$ cat src/rtl/mux_arb_pkg.sv
// Shared types and default sizing for the round-robin mux arbiter.
package mux_arb_pkg;

    typedef enum logic [0:0] {
        ARB_IDLE,
        ARB_BUSY
    } arb_state_e;

    localparam int unsigned DEF_N         = 16;
    localparam int unsigned DEF_SELW      = 4;
    localparam int unsigned DEF_MAX_BURST = 4;

endpackage

$ cat src/rtl/mux_rr_arbiter_if.sv
// Requester/flow-control bundle between the requesters and the mux arbiter.
interface mux_rr_arbiter_if
    import mux_arb_pkg::*;
#(
    parameter int unsigned N    = DEF_N,
    parameter int unsigned SELW = DEF_SELW
);
    logic [N-1:0]    req;
    logic [N-1:0]    req_last;
    logic            out_ready;
    logic [SELW-1:0] sel;
    logic [N-1:0]    gnt;
    logic            out_valid;
    logic            busy;

    // Requester/downstream side: drives requests and ready.
    modport master (
        output req, req_last, out_ready,
        input  sel, gnt, out_valid, busy
    );

    // Arbiter side.
    modport slave (
        input  req, req_last, out_ready,
        output sel, gnt, out_valid, busy
    );
endinterface

$ cat src/rtl/rr_pick.sv
// Rotating-priority encoder: first set bit of req searching ptr, ptr+1, ... mod N.
module rr_pick #(
    parameter int unsigned N    = 16,
    parameter int unsigned SELW = 4
) (
    input  logic [N-1:0]    req,
    input  logic [SELW-1:0] ptr,
    output logic            any,
    output logic [SELW-1:0] idx
);
    localparam int NI = int'(N);

    logic [2*N-1:0] dbl;
    logic [2*N-1:0] masked;

    assign dbl = {req, req};

    // Drop doubled bits below ptr; any remaining bit in the upper copy covers the wrap.
    always_comb begin
        masked = '0;
        for (int j = 0; j < 2 * NI; j++) begin
            masked[j] = dbl[j] & (j >= int'(ptr));
        end
    end

    // Lowest set masked bit wins; scan downward so the last hit is the lowest.
    always_comb begin
        any = 1'b0;
        idx = '0;
        for (int j = 2 * NI - 1; j >= 0; j--) begin
            if (masked[j]) begin
                any = 1'b1;
                idx = SELW'(j % NI);
            end
        end
    end
endmodule

$ cat src/rtl/mux_rr_arbiter.sv
// Round-robin burst arbiter driving the select of an N:1 data mux.
module mux_rr_arbiter
    import mux_arb_pkg::*;
#(
    parameter int unsigned N         = DEF_N,
    parameter int unsigned SELW      = DEF_SELW,
    parameter int unsigned MAX_BURST = DEF_MAX_BURST
) (
    input logic              clk,
    input logic              rst,
    mux_rr_arbiter_if.slave  bus
);
    localparam int unsigned CNTW = $clog2(MAX_BURST + 1);
    localparam logic [CNTW-1:0] LAST_CNT = CNTW'(MAX_BURST - 1);

    arb_state_e      state_q, state_d;
    logic [SELW-1:0] sel_q, sel_d;
    logic [N-1:0]    gnt_q, gnt_d;
    logic [SELW-1:0] ptr_q, ptr_d;
    logic [CNTW-1:0] cnt_q, cnt_d;

    logic            busy;
    logic            valid;
    logic            xfer;
    logic            rel;
    logic [SELW-1:0] sel_inc;
    logic [SELW-1:0] pick_ptr;
    logic            pick_any;
    logic [SELW-1:0] pick_idx;

    assign busy    = (state_q == ARB_BUSY);
    assign valid   = busy & bus.req[sel_q];
    assign xfer    = valid & bus.out_ready;
    assign sel_inc = sel_q + 1'b1;
    // Release on last beat, burst cap, or withdrawal (valid low means no transfer).
    assign rel     = (xfer & (bus.req_last[sel_q] | (cnt_q == LAST_CNT))) |
                     (busy & ~bus.req[sel_q]);
    // At release the releasing index becomes lowest priority.
    assign pick_ptr = busy ? sel_inc : ptr_q;

    rr_pick #(
        .N    (N),
        .SELW (SELW)
    ) u_pick (
        .req (bus.req),
        .ptr (pick_ptr),
        .any (pick_any),
        .idx (pick_idx)
    );

    // Next-state: grant from idle, count beats, release and re-arbitrate without a bubble.
    always_comb begin
        state_d = state_q;
        sel_d   = sel_q;
        gnt_d   = gnt_q;
        ptr_d   = ptr_q;
        cnt_d   = cnt_q;
        unique case (state_q)
            ARB_IDLE: begin
                gnt_d = '0;
                if (pick_any) begin
                    state_d         = ARB_BUSY;
                    sel_d           = pick_idx;
                    gnt_d[pick_idx] = 1'b1;
                    cnt_d           = '0;
                end
            end
            ARB_BUSY: begin
                if (rel) begin
                    ptr_d = sel_inc;
                    cnt_d = '0;
                    gnt_d = '0;
                    if (pick_any) begin
                        sel_d           = pick_idx;
                        gnt_d[pick_idx] = 1'b1;
                    end else begin
                        state_d = ARB_IDLE;
                    end
                end else if (xfer) begin
                    cnt_d = cnt_q + 1'b1;
                end
            end
            default: begin
                state_d = ARB_IDLE;
                gnt_d   = '0;
            end
        endcase
    end

    // State, pointer, counter and output registers.
    always_ff @(posedge clk or posedge rst) begin
        if (rst) begin
            state_q <= ARB_IDLE;
            sel_q   <= '0;
            gnt_q   <= '0;
            ptr_q   <= '0;
            cnt_q   <= '0;
        end else begin
            state_q <= state_d;
            sel_q   <= sel_d;
            gnt_q   <= gnt_d;
            ptr_q   <= ptr_d;
            cnt_q   <= cnt_d;
        end
    end

    assign bus.sel       = sel_q;
    assign bus.gnt       = gnt_q;
    assign bus.out_valid = valid;
    assign bus.busy      = busy;
endmodule

$ cat src/flat_wrapper.sv
// flat-port wrapper written by rule: the top's interface ports become plain ports
module mux_rr_arbiter_flat import mux_arb_pkg::*;
#(
    parameter int unsigned N         = DEF_N,
    parameter int unsigned SELW      = DEF_SELW,
    parameter int unsigned MAX_BURST = DEF_MAX_BURST
)
  (clk, rst, bus_req, bus_req_last, bus_out_ready, bus_sel, bus_gnt, bus_out_valid, bus_busy);
  mux_rr_arbiter_if #(.N(N), .SELW(SELW)) bus_i ();
  input logic clk;
  input logic rst;
  input wire logic [$bits(bus_i.req)-1:0] bus_req;
  input wire logic [$bits(bus_i.req_last)-1:0] bus_req_last;
  input wire logic [$bits(bus_i.out_ready)-1:0] bus_out_ready;
  output wire logic [$bits(bus_i.sel)-1:0] bus_sel;
  output wire logic [$bits(bus_i.gnt)-1:0] bus_gnt;
  output wire logic [$bits(bus_i.out_valid)-1:0] bus_out_valid;
  output wire logic [$bits(bus_i.busy)-1:0] bus_busy;
  assign bus_i.req = bus_req;
  assign bus_i.req_last = bus_req_last;
  assign bus_i.out_ready = bus_out_ready;
  assign bus_sel = bus_i.sel;
  assign bus_gnt = bus_i.gnt;
  assign bus_out_valid = bus_i.out_valid;
  assign bus_busy = bus_i.busy;
  mux_rr_arbiter #(.N(N), .SELW(SELW), .MAX_BURST(MAX_BURST)) u_core (.clk(clk), .rst(rst), .bus(bus_i));
endmodule
$ cat config.mk
export PLATFORM = sky130hd
export DESIGN_NAME = mux_rr_arbiter_flat
export DESIGN_NICKNAME = d
export VERILOG_FILES = /design/src/rtl/mux_arb_pkg.sv /design/src/rtl/mux_rr_arbiter_if.sv /design/src/rtl/rr_pick.sv /design/src/rtl/mux_rr_arbiter.sv /design/src/flat_wrapper.sv
export SDC_FILE = /design/constraint.sdc
export NUM_CORES = 1
export LEC_CHECK = 0
export BUFFER_PORTS_ARGS = -buffer_cell sky130_fd_sc_hd__buf_2
export CELL_PAD_IN_SITES_DETAIL_PLACEMENT = 0
export CELL_PAD_IN_SITES_GLOBAL_PLACEMENT = 1
export CORE_ASPECT_RATIO = 1.2
export CORE_MARGIN = 8
export CORE_UTILIZATION = 40
export DETAILED_ROUTE_END_ITERATION = 8
export GPL_ROUTABILITY_DRIVEN = 0
export PLACE_DENSITY = 0.79
export SYNTH_ARGS = -nofsm -noshare
export SYNTH_HDL_FRONTEND = slang
export SYNTH_SLANG_ARGS = --single-unit
$ cat constraint.sdc
create_clock -name clk -period 3.3 [get_ports clk]
set_clock_uncertainty 0.15 [all_clocks]
set_input_delay 0.66 -clock clk [delete_from_list [all_inputs] [get_ports clk]]
set_output_delay 0.66 -clock clk [all_outputs]
set_load 0.02 [all_outputs]
==> impl_metrics.env, run 1 <==
export IMPL_fin_nets=347
export IMPL_num_antenna_cells=0
export IMPL_worst_slew_pin_slew_ps=812
export IMPL_total_power_mw=3.09
export IMPL_synth_common_cells="31 x nand2_1, 28 x dfrtp_1, 17 x nor2_1"
export IMPL_fmax_mhz=322
export IMPL_cts_tree="done"
export IMPL_portBuffers=56
export IMPL_grt_total_usage_pct=16.7
export IMPL_cts_inserted_buffers=3
export IMPL_rows=30
export IMPL_die_y_um=99.5
export IMPL_vias=2281
export IMPL_cp_start_kind="flop"
export IMPL_grt_pass1_vias=2341
export IMPL_hp_class="primary input to async pin"
export IMPL_cap_violations=0
export IMPL_synth_area_leaders="dfrtp_1 30%, mux4_2 8.7%, nand2_1 5.0%"
export IMPL_p_sw_share_pct=52.4
export IMPL_synth_nets=290
export IMPL_worst_setup_path_type="flop to output port"
export IMPL_layout_drive_gt1_share_pct=31.5
export IMPL_synth_cells=252
export IMPL_grt_antenna_before_repair=0
export IMPL_start_util_pct=41.3
export IMPL_antenna_left=0
export IMPL_ctsHoldBuffers=0
export IMPL_area_growth_pct=18.1
export IMPL_multi_input_comb_area_um2=1530
export IMPL_synth_ff_type="dfrtp_1"
export IMPL_yosys_warnings=0
export IMPL_finalHoldViolCount=0
export IMPL_grt_setup_unrepaired="no"
export IMPL_setup_viol=0
export IMPL_root_buffer="clkbuf_8"
export IMPL_overflow=0
export IMPL_avgSynthCellArea_um2=9.23
export IMPL_clockPowerShare_pct=6.8
export IMPL_viasPerCell=6.13
export IMPL_dp_hpwl_um=5620
export IMPL_comb_power_share_pct=75.1
export IMPL_worstPathArrival_ps=2290
export IMPL_setup_tns_ps=0
export IMPL_ff_latch_area_um2=702
export IMPL_ir_drop_uv=562
export IMPL_die_area_um2=8520
export IMPL_drtPass1Iterations=4
export IMPL_ys_seq_elements=28
export IMPL_netlist_area_leader_share_pct=30.1
export IMPL_cts_setup_buffers=0
export IMPL_crit_fanout=17
export IMPL_switchingPower_mw=1.62
export IMPL_cts_sinks=28
export IMPL_yosys_area_top_type="dfrtp_1"
export IMPL_maxSlewHeadroom_pct=45.9
export IMPL_ios=57
export IMPL_seq_area_frac_synth_pct=30.1
export IMPL_endpoint_kind="output port"
export IMPL_report_final_slew_viol_count=0
export IMPL_htree_levels=1
export IMPL_fillers=570
export IMPL_synth_most_common_cell="nand2_1"
export IMPL_synth_distinct_cells=66
export IMPL_cts_buffer_depth=2
export IMPL_p_leak_nw=1.21
export IMPL_ctsResizeCount=0
export IMPL_seqPwrFrac_pct=18.1
export IMPL_clk_pin_slew_ps=90
export IMPL_p_int_mw=1.47
export IMPL_dieWidth_um=85.6
export IMPL_critPathRequiredTime_ps=2490
export IMPL_core_area_um2=5630
export IMPL_async_flop_share_pct=100
export IMPL_synth_edf_count=0
export IMPL_syn_area_um2=2320
export IMPL_drt_total_wl_um=7120
export IMPL_routedWlPerCell_um=19.1
export IMPL_drt_iter0_drc=199
export IMPL_grt_pass1_wl_um=11600
export IMPL_cellPowerDensity_nw_per_um2=1120
export IMPL_clk_latency_ps=270
export IMPL_status="complete, no violations"
export IMPL_drc=0
export IMPL_period_share_pct=94.0
export IMPL_period_minus_slack_ps=3100
export IMPL_grt_max_degree=29
-- power groups by stage --
stage	registers [mW]	logic [mW]	clock network, mW
after floorplan	0.596	1.71	0
after global placement	0.563	2.27	0
after detailed placement	0.563	2.28	0
after CTS	0.557	2.29	0.216
after global routing	0.575	2.55	0.226
final	0.559	2.32	0.209
-- final cells by class --
| type | count | area share (%) |
|---|---|---|
| tap | 64 | 2.92 |
| sequential | 28 | 25.6 |
| multi-input combinational | 201 | 55.6 |
| timing repair buffer | 64 | 12.4 |
| clock buffer | 4 | 2.01 |
| inverter | 11 | 1.50 |
-- worst paths after layout --
path                                        start                 end  slack [ps]  cells after the start
worst min-delay path                          rst  u_core.bus.gnt[14]         290                      3
worst max register to register  u_core.bus.sel[0]   u_core.bus.gnt[1]         250                      8
worst min register to register  u_core.bus.gnt[3]   u_core.bus.gnt[3]         340                      2
worst max-delay path            u_core.bus.sel[0]       bus_out_valid         200                      6
max in group asynchronous                     rst     u_core.bus.busy        2430                      3
min in group clk                u_core.bus.gnt[3]   u_core.bus.gnt[3]         340                      2
-- sequential cells by signal, summed over array words and instances (netlist names) --
name / cells
u_core.bus.gnt: 16
u_core.bus.busy: 1
u_core.bus.sel: 4
u_core.ptr_q: 4
u_core.cnt_q: 3
-- placed cells by master, fill, tap and decap left out, types with 6 or more instances in the layout --
cell type | netlist | final
buf_2 | 8 | 56
nor2_1 | 17 | 17
nand3b_1 | 8 | 8
nand2b_1 | 6 | 6
a21oi_1 | 9 | 9
o21ai_0 | 10 | 10
dfrtp_1 | 28 | 27
nor3_1 | 8 | 8
mux4_2 | 9 | 9
nand3_1 | 6 | 6
o31ai_1 | 13 | 13
inv_1 | 10 | 10
buf_4 | 0 | 8
a31oi_1 | 7 | 7
nand2_1 | 31 | 31
-- metal layers --
layer | GRT usage (%) | up-vias | wire length (um)
met2 | 29.6 | 69 | 3660
met1 | 19.5 | 1116 | 2920
met4 | 4.86 | 0 | 69
met3 | 3.55 | 6 | 471
li1 | - | 1090 | -
met5 | 0 | - | 0
-- critical path: stages, from the launching register on --
cell	delay [ps]
dfrtp_1	370
buf_4	270
mux4_2	560
mux4_2	500
inv_2	110
nor2_1	50
buf_2	160
-- logic make-up (layout without fill, tap and decap cells) --
kind of cell	after synthesis	after routing	synth area share (%)
simple gates	94	94	20.2
compound gates	82	82	28.3
flops	28	28	30.1
buf+inv	23	79	4.79
mux	19	19	13.5
fa+ha+maj	3	3	1.61
xor+xnor	3	3	1.45
-- per-stage QoR --
step / setup slack [ps] / hold slack, ps / cell area, um2 / instances / utilization [%]
floorplan: 464 / 300 / 2320 / 252 / -
global placement: 39.1 / 313 / 2680 / 368 / 47.5
detailed placement: 54.7 / 320 / 2680 / 368 / 47.5
CTS: 162 / 293 / 2730 / 372 / 48.5
global route: 30.4 / 328 / 2750 / 372 / 48.8
finish: 198 / 286 / 2750 / 372 / 48.8
Power figures use the tool's default switching activity.
==> inputs of run 2 (changes only) <==
--- a/config.mk
+++ b/config.mk
@@ -10,10 +10,10 @@
 export CELL_PAD_IN_SITES_GLOBAL_PLACEMENT = 1
 export CORE_ASPECT_RATIO = 1.2
 export CORE_MARGIN = 8
-export CORE_UTILIZATION = 40
+export CORE_UTILIZATION = 36
 export DETAILED_ROUTE_END_ITERATION = 8
 export GPL_ROUTABILITY_DRIVEN = 0
-export PLACE_DENSITY = 0.79
+export PLACE_DENSITY = 0.75
 export SYNTH_ARGS = -nofsm -noshare
 export SYNTH_HDL_FRONTEND = slang
 export SYNTH_SLANG_ARGS = --single-unit
==> constraint.sdc (replaced) <==
create_clock -name clk -period 2.58 [get_ports clk]
set_clock_uncertainty 0.15 [all_clocks]
set_input_delay 0.516 -clock clk [delete_from_list [all_inputs] [get_ports clk]]
set_output_delay 0.516 -clock clk [all_outputs]
set_load 0.02 [all_outputs]
==> impl_metrics.env, run 2 (same netlist as run 1, synthesis figures left out) <==
export IMPL_cts_inserted_buffers=3
export IMPL_fin_nets=416
export IMPL_hp_class="primary input to async pin"
export IMPL_grt_max_degree=29
export IMPL_cts_buffer_depth=2
export IMPL_grt_setup_unrepaired="yes"
export IMPL_finalHoldViolCount=0
export IMPL_portBuffers=56
export IMPL_viasPerCell=5.58
export IMPL_place_ws_ps=-334
export IMPL_grt_pass1_wl_um=13500
export IMPL_overflow=0
export IMPL_htree_levels=1
export IMPL_layout_drive_gt1_share_pct=54.4
export IMPL_p_sw_share_pct=48.2
export IMPL_r2r_setup_slack_ps=-270
export IMPL_period_share_pct=112
export IMPL_area_growth_pct=56.7
export IMPL_report_final_slew_viol_count=0
export IMPL_cp_top_family="multiplexers"
export IMPL_rows=32
export IMPL_fmax_mhz=346
export IMPL_cts_tree="done"
export IMPL_clockPowerShare_pct=4.3
export IMPL_endpoint_kind="output port"
export IMPL_largest_reg_flops=16
export IMPL_ctsHoldBuffers=0
export IMPL_die_area_um2=9300
export IMPL_drt_total_wl_um=8230
export IMPL_final_cell_mix="68 x buf_4, 55 x buf_2, 28 x nand2_1, 24 x dfrtp_1, 14 x nor2_1"
export IMPL_worstPathCellList="buf_8 > mux4_2 > mux4_2 > inv_2 > buf_6 > nor2_2 > buf_6"
export IMPL_slowest_delay_ps=540
export IMPL_dp_hpwl_um=6310
export IMPL_setup_viol=25
export IMPL_core_area_um2=6330
export IMPL_ir_drop_uv=1100
export IMPL_critical_path_buf_inv_count=4
export IMPL_p_leak_nw=1.65
export IMPL_num_antenna_cells=0
export IMPL_seqPwrFrac_pct=12.2
export IMPL_period_minus_slack_ps=2890
export IMPL_grt_pass1_vias=2725
export IMPL_reg2reg_to="u_core.bus.gnt[14]"
export IMPL_clk_latency_ps=280
export IMPL_cap_violations=0
export IMPL_total_power_mw=5.80
export IMPL_maxSlewHeadroom_pct=61.6
export IMPL_final_common_cell="buf_4"
export IMPL_ios=57
export IMPL_routedWlPerCell_um=17.8
export IMPL_comb_power_share_pct=83.5
export IMPL_critPathSlowestCell="mux4_2"
export IMPL_worst_slew_pin_slew_ps=570
export IMPL_crit_fanout=7
export IMPL_setup_ws_ps=-312
export IMPL_critPathRequiredTime_ps=1910
export IMPL_drt_iter0_drc=158
export IMPL_drc=0
export IMPL_status="complete, but fails checks"
export IMPL_failed_checks="negative setup slack"
export IMPL_cellPowerDensity_nw_per_um2=1590
export IMPL_start_util_pct=36.7
export IMPL_switchingPower_mw=2.79
export IMPL_fin_cells=462
export IMPL_grt_antenna_before_repair=0
export IMPL_grt_total_usage_pct=18.2
export IMPL_vias=2579
export IMPL_worst_setup_path_type="flop to output port"
export IMPL_drtPass1Iterations=4
export IMPL_cp_start_kind="flop"
export IMPL_clk_pin_slew_ps=90
export IMPL_die_y_um=104
export IMPL_fin_util_pct=57.6
export IMPL_ff2ff_path_depth=10
export IMPL_r2r_start="u_core.bus.sel[0]"
export IMPL_worstPathArrival_ps=2230
export IMPL_dieWidth_um=89.4
export IMPL_root_buffer="clkbuf_8"
export IMPL_antenna_left=0
export IMPL_dp_cells=445
export IMPL_cts_sinks=28
export IMPL_p_int_mw=3.00
[run 2: cell types whose count changed in the layout (fill, tap and decap cells not counted), moves of 4 or more]
| cell | change |
|---|---|
| o31ai_1 | -6 |
| o21ai_0 | -5 |
| buf_6 | +8 |
| buf_4 | +60 |
| o31ai_4 | +4 |
[run 2: timing repair]
action / CTS / global route
setup endpoints to repair: 25 / 28
resized for setup: 49 / 15
pin swaps: 9 / 10
setup buffers: 14 / 1
[run 2: routing by layer]
layer,track usage [%],wire length (um)
met5,0,0
met4,6.56,237
met3,2.92,440
met2,31.3,4260
met1,21.7,3300
[run 2: worst reg2reg max path, stage by stage, from the launching register on]
cell	delay (ps)
dfrtp_2	410
buf_8	150
mux4_2	540
mux4_2	510
inv_2	90
buf_4	120
a311oi_4	50
nor2_4	270
buf_6	150
nand3_4	110
o31ai_2	220
[run 2: layout make-up]
cell class                      instances  area, um2
Multi-Input combinational cell        201       1840
Sequential cell                        28        706
Tap cell                               85        106
Fill cell                             580       2680
Timing Repair Buffer                  133        906
Inverter                               11       41.3
Clock buffer                            4       45.0
[run 2: worst max-delay path by stage]
stage                 startpoint                  to  slack, ps  cells past startpoint
6_report       u_core.bus.sel[0]       bus_out_valid       -310                      7
4_1_cts        u_core.bus.sel[0]       bus_out_valid       -310                      7
2_1_floorplan  u_core.bus.sel[0]   u_core.bus.sel[1]        -30                      8
5_1_grt        u_core.bus.sel[0]       bus_out_valid       -370                      7
3_3_place_gp   u_core.bus.sel[1]  u_core.bus.gnt[13]       -280                      9
3_5_place_dp   u_core.bus.sel[1]  u_core.bus.gnt[13]       -330                      9
[run 2: stage by stage]
step                setup TNS [ps]  hold WS (ps)  cell area, um2
detailed placement           -5220           313            3190
global placement             -4320           308            3190
global route                 -7450           165            3640
floorplan                     -130           300            2400
CTS                          -5700           144            3580
finish                       -5150           131            3640
[run 2: power groups by stage]
stage	combinational (mW)	clock [mW]	sequential (mW)
finish	4.84	0.248	0.709
CTS	4.64	0.247	0.707
detailed placement	3.72	0	0.707
global route	5.17	0.261	0.727
floorplan	2.32	0	0.779
global placement	3.68	0	0.703
